===== config.mk =====
export PLATFORM = sky130hd
export DESIGN_NAME = fp_align_shift_ctrl
export DESIGN_NICKNAME = d
export VERILOG_FILES = /design/src/rtl/fpu_shift_pkg.sv /design/src/rtl/rshift_stage_mux.sv /design/src/rtl/fp_align_shift_ctrl.sv
export SDC_FILE = /design/constraint.sdc
export NUM_CORES = 1
export LEC_CHECK = 0
export BUFFER_PORTS_ARGS = -buffer_cell sky130_fd_sc_hd__buf_2
export CAP_MARGIN = 20
export CORE_MARGIN = 2
export CORE_UTILIZATION = 25
export DETAILED_ROUTE_END_ITERATION = 10
export GPL_TIMING_DRIVEN = 0
export PLACE_DENSITY_LB_ADDON = 0.15
export SKIP_CTS_REPAIR_TIMING = 1
export SYNTH_ARGS = -nofsm -noshare
export SYNTH_HDL_FRONTEND = slang
export SYNTH_HIERARCHICAL = 1
export SYNTH_SLANG_ARGS = --single-unit

===== constraint.sdc =====
create_clock -name clk -period 5.52 [get_ports clk]
set_clock_uncertainty 0.05 [all_clocks]
set_input_delay 0.276 -clock clk [delete_from_list [all_inputs] [get_ports clk]]
set_output_delay 0.276 -clock clk [all_outputs]
set_load 0.01 [all_outputs]

===== src/rtl/fpu_shift_pkg.sv =====
// Shared types and constants for the FP alignment right-shifter: FSM states,
// per-stage shift amounts and the stage count.
package fpu_shift_pkg;

    localparam int WIDTH   = 32;
    localparam int STAGES  = 5;
    localparam int STAGE_W = 3;

    typedef enum logic [1:0] {
        IDLE  = 2'd0,
        SHIFT = 2'd1,
        DONE  = 2'd2
    } state_e;

    localparam int STAGE_SHAMT [STAGES] = '{16, 8, 4, 2, 1};

    // Out-of-range stage indices map to a zero shift so the mux degrades to a pass-through.
    function automatic int stage_shamt(input logic [STAGE_W-1:0] stage);
        int amt;
        amt = 0;
        case (stage)
            3'd0:    amt = STAGE_SHAMT[0];
            3'd1:    amt = STAGE_SHAMT[1];
            3'd2:    amt = STAGE_SHAMT[2];
            3'd3:    amt = STAGE_SHAMT[3];
            3'd4:    amt = STAGE_SHAMT[4];
            default: amt = 0;
        endcase
        return amt;
    endfunction

endpackage


===== src/rtl/rshift_stage_mux.sv =====
// One stage of the shared right-shifter: shifts by the stage's fixed amount,
// fills vacated MSBs and reports whether any set bit was discarded.
module rshift_stage_mux
    import fpu_shift_pkg::*;
(
    input  logic [WIDTH-1:0]   data,
    input  logic               fill,
    input  logic [STAGE_W-1:0] stage,
    input  logic               enable,
    output logic [WIDTH-1:0]   shifted,
    output logic               dropped
);

    int                 amt_s;
    logic [2*WIDTH-1:0] ext_s;
    logic [2*WIDTH-1:0] mask_s;

    // Shift a fill-extended copy so the vacated MSBs come out as the fill bit.
    always_comb begin
        amt_s  = stage_shamt(stage);
        ext_s  = {{WIDTH{fill}}, data} >> amt_s;
        mask_s = ~({(2*WIDTH){1'b1}} << amt_s);
        if (enable) begin
            shifted = ext_s[WIDTH-1:0];
            dropped = |(data & mask_s[WIDTH-1:0]);
        end else begin
            shifted = data;
            dropped = 1'b0;
        end
    end

endmodule


===== src/rtl/fp_align_shift_ctrl.sv =====
// Multi-cycle mantissa alignment shifter: one 16/8/4/2/1 stage per cycle through
// a single shared mux, with sticky collection and a valid/ready result handshake.
module fp_align_shift_ctrl #(
    parameter int WIDTH   = 32,
    parameter int SHAMT_W = 8
) (
    input  logic               clk,
    input  logic               rst_n,
    input  logic               in_valid,
    output logic               in_ready,
    input  logic [WIDTH-1:0]   in_data,
    input  logic [SHAMT_W-1:0] in_shamt,
    input  logic               in_fill,
    output logic               out_valid,
    input  logic               out_ready,
    output logic [WIDTH-1:0]   out_data,
    output logic               out_sticky,
    output logic               busy
);
    import fpu_shift_pkg::*;

    state_e                state_r;
    logic [STAGE_W-1:0]    stage_r;
    logic [WIDTH-1:0]      data_r;
    logic                  fill_r;
    logic [4:0]            shamt_r;
    logic                  sticky_r;
    logic                  in_ready_r;
    logic                  out_valid_r;
    logic                  busy_r;
    logic [WIDTH-1:0]      out_data_r;
    logic                  out_sticky_r;

    logic                  stage_en_s;
    logic [WIDTH-1:0]      stage_data_s;
    logic                  stage_drop_s;
    logic                  bypass_s;

    assign bypass_s = |in_shamt[SHAMT_W-1:5];

    // Stage 0 handles the 16-bit shift, so stages consume shamt bits MSB first.
    always_comb begin
        stage_en_s = 1'b0;
        case (stage_r)
            3'd0:    stage_en_s = shamt_r[4];
            3'd1:    stage_en_s = shamt_r[3];
            3'd2:    stage_en_s = shamt_r[2];
            3'd3:    stage_en_s = shamt_r[1];
            3'd4:    stage_en_s = shamt_r[0];
            default: stage_en_s = 1'b0;
        endcase
    end

    rshift_stage_mux u_stage_mux (
        .data    (data_r),
        .fill    (fill_r),
        .stage   (stage_r),
        .enable  (stage_en_s),
        .shifted (stage_data_s),
        .dropped (stage_drop_s)
    );

    // Controller FSM; the result registers only load on entry to DONE so they hold otherwise.
    always_ff @(posedge clk or negedge rst_n) begin
        if (!rst_n) begin
            state_r      <= IDLE;
            stage_r      <= 3'd0;
            data_r       <= '0;
            fill_r       <= 1'b0;
            shamt_r      <= 5'd0;
            sticky_r     <= 1'b0;
            in_ready_r   <= 1'b1;
            out_valid_r  <= 1'b0;
            busy_r       <= 1'b0;
            out_data_r   <= '0;
            out_sticky_r <= 1'b0;
        end else begin
            case (state_r)
                IDLE: begin
                    if (in_valid && in_ready_r) begin
                        in_ready_r <= 1'b0;
                        busy_r     <= 1'b1;
                        stage_r    <= 3'd0;
                        fill_r     <= in_fill;
                        shamt_r    <= in_shamt[4:0];
                        sticky_r   <= 1'b0;
                        data_r     <= in_data;
                        if (bypass_s) begin
                            state_r      <= DONE;
                            out_valid_r  <= 1'b1;
                            out_data_r   <= {WIDTH{in_fill}};
                            out_sticky_r <= |in_data;
                        end else begin
                            state_r <= SHIFT;
                        end
                    end else begin
                        in_ready_r <= 1'b1;
                    end
                end
                SHIFT: begin
                    data_r   <= stage_data_s;
                    sticky_r <= sticky_r | stage_drop_s;
                    if (stage_r == 3'(STAGES - 1)) begin
                        state_r      <= DONE;
                        stage_r      <= 3'd0;
                        out_valid_r  <= 1'b1;
                        out_data_r   <= stage_data_s;
                        out_sticky_r <= sticky_r | stage_drop_s;
                    end else begin
                        stage_r <= stage_r + 3'd1;
                    end
                end
                DONE: begin
                    if (out_ready) begin
                        state_r     <= IDLE;
                        out_valid_r <= 1'b0;
                        in_ready_r  <= 1'b1;
                        busy_r      <= 1'b0;
                    end else begin
                        out_valid_r <= 1'b1;
                    end
                end
                default: begin
                    state_r     <= IDLE;
                    stage_r     <= 3'd0;
                    in_ready_r  <= 1'b1;
                    out_valid_r <= 1'b0;
                    busy_r      <= 1'b0;
                end
            endcase
        end
    end

    assign in_ready   = in_ready_r;
    assign out_valid  = out_valid_r;
    assign busy       = busy_r;
    assign out_data   = out_data_r;
    assign out_sticky = out_sticky_r;

endmodule


==> results of run 1 <==
==> layout make-up <==
class | instances | area [um^2] | area share
Clock buffer | 9 | 225 | 0.0335
Tap cell | 280 | 350 | 0.0521
Clock inverter | 7 | 85.1 | 0.0127
Buffer | 64 | 364 | 0.0542
Sequential cell | 80 | 2000 | 0.298
Multi-Input combinational cell | 527 | 3160 | 0.470
Timing Repair Buffer | 82 | 440 | 0.0655
Inverter | 25 | 93.8 | 0.0140
==> kinds of logic (layout without fill, tap and decap cells) <==
family	Yosys count	count (layout)	share of synthesized area
AOI/OAI and AO/OA	280	280	0.327
adders and majority gates	5	5	0.0111
buffers and inverters	89	187	0.0815
DFF	80	80	0.356
and+or+nand+nor	212	212	0.165
muxes	30	30	0.0590
==> path summary, 6_finish.rpt <==
| check | endpoint | depth (start not counted) | slack (ps) | startpoint |
|---|---|---|---|---|
| min in group asynchronous | shamt_r[3]$_DFFE_PN0P_ | 2 | 390 | rst_n |
| worst max-delay path | data_r[13]$_DFFE_PN0P_ | 12 | 1900 | stage_r[0]$_DFFE_PN0P_ |
| worst max register to register | data_r[13]$_DFFE_PN0P_ | 12 | 1900 | stage_r[0]$_DFFE_PN0P_ |
| max in group asynchronous | in_ready$_DFFE_PN1P_ | 3 | 4360 | rst_n |
| worst min register to register | data_r[10]$_DFFE_PN0P_ | 1 | 430 | data_r[10]$_DFFE_PN0P_ |
| worst min-delay path | shamt_r[1]$_DFFE_PN0P_ | 2 | 110 | in_shamt[1] |
==> routing by layer <==
layer / up-vias / GRT usage / wire, um
li1: 2741 / - / -
met1: 2913 / 0.300 / 11200
met2: 339 / 0.299 / 10000
met3: 61 / 0.0358 / 1970
met4: 0 / 0.0708 / 739
met5: - / 0 / 0
==> power by group <==
| part | total [mW] | leakage (nW) | switching, mW | internal (mW) |
|---|---|---|---|---|
| Combinational | 2.56 | 1.94 | 1.60 | 0.960 |
| Sequential | 1.24 | 0.938 | 0.370 | 0.867 |
| Clock | 0.638 | 0.153 | 0.277 | 0.360 |
==> synth_stat cells, types with 3 or more instances <==
library cell	count	area [um^2]
o21ai_0	46	230
a21o_1	37	278
o22a_1	3	26.3
o2111ai_1	4	35.0
inv_1	25	93.8
a211oi_1	8	60.1
buf_6	8	90.1
mux2i_1	17	170
o2bb2ai_1	5	43.8
buf_4	9	67.6
a221oi_1	7	61.3
ha_1	5	62.6
dfrtp_1	79	1980
nand3_1	4	20.0
nor2_1	59	221
buf_2	24	120
buf_1	5	18.8
nor4_1	11	68.8
nand2_1	102	383
a22oi_1	9	67.6
clkbuf_1	18	67.6
o221ai_1	6	52.6
nand2b_1	11	68.8
a31oi_1	37	231
o31ai_1	4	30.0
a21oi_1	75	375
o22ai_1	14	87.6
nor3_1	8	40.0
mux2_2	11	124
==> stage by stage <==
step / hold WS [ps] / total power [mW] / std cells
finish: 106 / 4.44 / 1074
global route: 105 / 4.75 / 1074
CTS: -130 / 4.39 / 1073
detailed placement: 250 / 3.73 / 1057
global placement: 414 / 3.77 / 1056
floorplan: -69.6 / 2.81 / 696
==> state kept, by name, summed over array words and instances, names as in the netlist, 2 cells and up <==
name	flops
shamt_r	5
state_r	2
out_data	32
stage_r	3
data_r	32
==> worst reg2reg max path: cells and delay by family, from the launching register on <==
kind	cells	cell delay, ps
simple gates	1	160
buf+inv	4	1170
compound gates	6	1250
fa+ha+maj	1	280
flops	1	640
==> summary.md, run 1 <==
| Metric | Value |
|---|---|
| Clock sink total | 80 |
| Ys flop type | dfrtp_1 |
| Wire per inst | between 20 and 25 um |
| Ys Warns | 6 |
| Mapped Avg Cell Area | 8.07 um^2 |
| CTS tree | done |
| H-Tree Depth | 3 |
| Post-Synthesis Cells | about 700 |
| Delay-heaviest family, CP | compound AO/OA/AOI/OAI gates |
| Final setup violation count | 0 |
| Pin count of the biggest net entering global routing | 45 |
| IO Port Bufs | 80 |
| TNS Setup | 0 ps |
| Worst slack at placement | ~2000 ps |
| Area grow syn2layout | 19.6% |
| Initial drt markers | between 600 and 700 |
| Core footprint | between 20000 and 25000 um^2 |
| Worst Path Max Fanout | 13 |
| RSZ-0062 raised after global routing | no |
| Most common cell after layout, fill and taps aside | buf_2 |
| Worst-path cell chain | inv_1 > ha_1 > a222oi_1 > o21ai_0 > clkbuf_1 > inv_1 > clkbuf_1 > a21oi_1 > a31oi_1 > nand2_1 > a21oi_1 > a21o_1 |
| Clock Path Buffers | 2 |
| Final core area utilization | 0.306 |
| Min cycle time layout | roughly 3600 ps |
| Ratio of final minimum period to clock period | 0.656 |
| Post-route DRC | 0 |
| Leakage power | 3.04 nW |
| Drt first pass iters | 5 |
| WS Path Type | reg -> reg |
| TritonCTS Buffers | 9 |
| Die area | between 20000 and 25000 um^2 |
| HP Class | in -> reg |
| Cell Area, Synth | roughly 5600 um^2 |
| CP Capture Type | flip-flop |
| FF+latch count, synth | 80 |
| Register area share after synthesis | 0.356 |
| Total wire length | approximately 24 mm |
| ANT nets after route | 0 |
| Fill count | ~2400 |
| Post-route setup slack | about 1900 ps |
| Hpwl dp | between 15 and 20 mm |
| Die width | about 150 um |
| Worst-Margin Slew | between 700 and 800 ps |
| Final Max Slew Viols | 0 |
| Finished Cell Area | 6720 um^2 |
| Post-synth ARST share | 1.00 |
| Number of global-route vias before repair | about 6000 |
| I/O pin cnt | 81 |
| Max_cap viols | 0 |
| Post-synthesis cell type count | 62 |
| Largest stage delay, worst path | about 640 ps |
| Clk slew on worst S/H paths | about 70 ps |
| VDD IR max | between 0.15 and 0.2 mV |
| FMAX | 276 MHz |
| Critical Path Start Type | flip-flop |
| Slowest-stage cell, CP | dfrtp_1 |
| Synthesized net count | approximately 750 |
| Gp weighted congestion | between 0.9 and 1 |
| N_diodes | 0 |
| Row count | 54 |
| Root buffer cell | clkbuf_16 |
| Highest-count cells in the layout ignoring fill and taps | buf_2, nand2_1, dfrtp_1, a21oi_1, nor2_1 |
| Die Height | approximately 150 um |
| Initial Util | 0.256 |
| First-pass GRT wire length | about 37 mm |
| Post-synth EDFFs | 0 |
| Vias per cell | 5.64 |
| Worst slew margin | 0.489 |
| Buf/Inv on CP | 4 |
| Area after DPL | 6400 um^2 |
| Total Routing Usage GR | 0.204 |
| Layout cells sized above 1 | 0.203 |
| Critical Path AT | 3870 ps |
| Critical path data required time | approximately 5800 ps |
| Hold Violations, Final | 0 |
| # nets final | between 800 and 900 |
| PD cells | between 600 and 700 nW/um^2 |
| Status | complete, no violations |
| Initial antenna violation count | 0 |
| Remaining Overflow, GRT | 0 |
| Later-pin clock latency in the skew report | 350 ps |
| Vias | just over 6000 |
Note: power is estimated with default switching activity, not from simulation.
==> run 2: changes to the inputs <==
==> constraint.sdc (replaced) <==
create_clock -name clk -period 3.1 [get_ports clk]
set_clock_uncertainty 0.05 [all_clocks]
set_input_delay 0.155 -clock clk [delete_from_list [all_inputs] [get_ports clk]]
set_output_delay 0.155 -clock clk [all_outputs]
set_load 0.01 [all_outputs]
==> run 2 against run 1 <==
Clock power grew 79%; worst setup slack lost 1700 ps; fmax grew 26%; sequential share of layout area shrank 0.28 points; highest routed layer unchanged; combinational power grew 80%; critical path depth is the same; cell count grew 0.56%; global-route usage is the same; final area grew 1.0%; largest power group unchanged; non-clock buffer count grew 6; first-iteration DRC count grew 14%; largest cell class unchanged; worst hold slack lost 86 ps.
==> summary.md, run 2 (same netlist as run 1, synthesis figures left out) <==
| Metric | Value |
|---|---|
| Status | complete, no violations |
| PD cells | 1170 nW/um^2 (+77%) |
| Drt first pass iters | 7 (+2) |
| Worst slew margin | 0.491 (+0.00230) |
| Setup slack, reg-to-reg | 220 ps (-1670 ps) |
| Met2 WL | 10.1 mm (+1.3%) |
| Initial drt markers | 765 (+14%) |
| Leakage power | 3.08 nW (+1.3%) |
| Post-route DRC | 0 (unchanged) |
| Die area | 23700 um^2 (unchanged) |
| Critical path data required time | 3340 ps (-2420 ps) |
| H-Tree Depth | 3 (unchanged) |
| Final Max Slew Viols | 0 (unchanged) |
| Worst r2r src | stage_r[1]$_DFFE_PN0P_ |
| Final core area utilization | 0.309 (+0.00308) |
| Core footprint | 22000 um^2 (unchanged) |
| Final setup violation count | 0 (unchanged) |
| FMAX | 348 MHz (+26%) |
| Clock Path Buffers | 2 (unchanged) |
| IO Port Bufs | 80 (unchanged) |
| Total wire length | 24.0 mm (about the same) |
| # placed instances | 1057 (unchanged) |
| Die width | 154 um (unchanged) |
| Most common cell after layout, fill and taps aside | buf_2 |
| TritonCTS Buffers | 9 (unchanged) |
| Worst slack at placement | -385 ps (-2420 ps) |
| Remaining Overflow, GRT | 0 (unchanged) |
| Vias per cell | 5.64 (+0.12%) |
| First-pass GRT wire length | 37.3 mm (unchanged) |
| VDD IR max | 0.352 mV (+79%) |
| # nets final | 845 (+0.72%) |
| Vias | 6095 (+0.68%) |
| Later-pin clock latency in the skew report | 350 ps (about the same) |
| Hold slack | 19.7 ps (-86.0 ps) |
| Clk slew on worst S/H paths | 70 ps (about the same) |
| Total power draw | 7.95 mW (+79%) |
| Root buffer cell | clkbuf_16 |
| Top Layer Used | met4 |
| Gp weighted congestion | 0.928 (unchanged) |
| Die Height | 154 um (unchanged) |
| Critical Path AT | 3120 ps (-750 ps) |
| Final cell count without fillers | 1080 (+0.56%) |
| HP Class | in -> reg |
| Min cycle time layout | 2880 ps (-746 ps) |
| Wire per inst | 22.2 um (-0.49%) |
| WS Path Type | reg -> reg |
| Total Routing Usage GR | 0.204 (unchanged) |
| ANT nets after route | 0 (unchanged) |
| Critical Path Start Type | flip-flop |
| Layout cells sized above 1 | 0.210 (+0.00723) |
| N_diodes | 0 (unchanged) |
| Hpwl dp | 17.9 mm (unchanged) |
| RSZ-0062 raised after global routing | no |
| Highest-count cells in the layout ignoring fill and taps | buf_2, nand2_1, dfrtp_1, a21oi_1, nor2_1 |
| Reg2Reg Depth | 12 (unchanged) |
| Pin count of the biggest net entering global routing | 45 (unchanged) |
| Initial antenna violation count | 0 (unchanged) |
| Worst Setup EP | data_r[13]$_DFFE_PN0P_ |
| Area grow syn2layout | 20.8% |
| Post-route setup slack | 224 ps (-1670 ps) |
| RR Endpoint | data_r[13]$_DFFE_PN0P_ |
| Hold Violations, Final | 0 (unchanged) |
| Routed met1 length | 11.4 mm (+1.4%) |
| Row count | 54 (unchanged) |
| Initial Util | 0.256 (unchanged) |
| Max_cap viols | 0 (unchanged) |
| I/O pin cnt | 81 (unchanged) |
| Metal3 WL | 1.79 mm (-9.4%) |
| CP Launch Point | stage_r[1]$_DFFE_PN0P_ |
| Worst Path Max Fanout | 10 (-3) |
| CTS tree | done |
| Clock sink total | 80 (unchanged) |
| CP Capture Type | flip-flop |
| Ratio of final minimum period to clock period | 0.928 (+0.271) |
| Worst-Margin Slew | 756 ps (-10.4 ps) |
| Number of global-route vias before repair | 5957 (unchanged) |
==> run 2: how the worst min path moves through the flow <==
| stage | endpoint | slack (ps) | start | cells after the start |
|---|---|---|---|---|
| detailed placement | out_data[0]$_DFFE_PN0P_ | 130 | rst_n | 1 |
| global route | fill_r$_DFFE_PN0P_ | 20 | in_fill | 2 |
| finish | fill_r$_DFFE_PN0P_ | 20 | in_fill | 2 |
| CTS | shamt_r[3]$_DFFE_PN0P_ | -250 | rst_n | 1 |
| floorplan | busy$_DFFE_PN0P_ | -190 | rst_n | 0 |
| global placement | shamt_r[1]$_DFFE_PN0P_ | 340 | in_shamt[1] | 2 |
==> run 2: per-layer routing <==
metal | vias up | GRT usage
li1 | 2752 | -
met1 | 2982 | 0.300
met2 | 312 | 0.299
met3 | 49 | 0.0358
met4 | 0 | 0.0708
met5 | - | 0
==> run 2: worst max-delay path, stage by stage (launching register included) <==
cell and delay, ps:
dfrtp_1 430, inv_1 80, ha_1 250, a222oi_1 380, o21ai_0 160, clkbuf_2 230, inv_1 170, clkbuf_4 270
a21oi_1 90, a31oi_1 270, nand2_1 160, a21oi_1 170, a21o_1 100
==> run 2: final cells by class <==
class / count / area (um^2)
tap: 280 / 350
timing repair buffer: 88 / 498
sequential: 80 / 2000
buffer: 64 / 373
multi-input combinational: 527 / 3160
clock inverter: 7 / 85.1
inverter: 25 / 93.8
fill: 2388 / 15200
clock buffer: 9 / 225
==> run 2: report_power, final <==
part	total (mW)	switching, mW	leakage [nW]	internal, mW
Sequential	2.19	0.643	0.937	1.55
Combinational	4.62	2.88	1.99	1.74
Clock	1.14	0.496	0.153	0.642
Total	7.95	4.02	3.08	3.93
==> run 2: metrics by stage <==
| stage | instance area [um^2] | TNS [ps] |
|---|---|---|
| 2_1_floorplan | 5620 | 0 |
| 3_3_place_gp | 6370 | -4890 |
| 3_5_place_dp | 6400 | -3970 |
| 4_1_cts | 6710 | -4680 |
| 5_1_grt | 6790 | 0 |
| 6_report | 6790 | 0 |
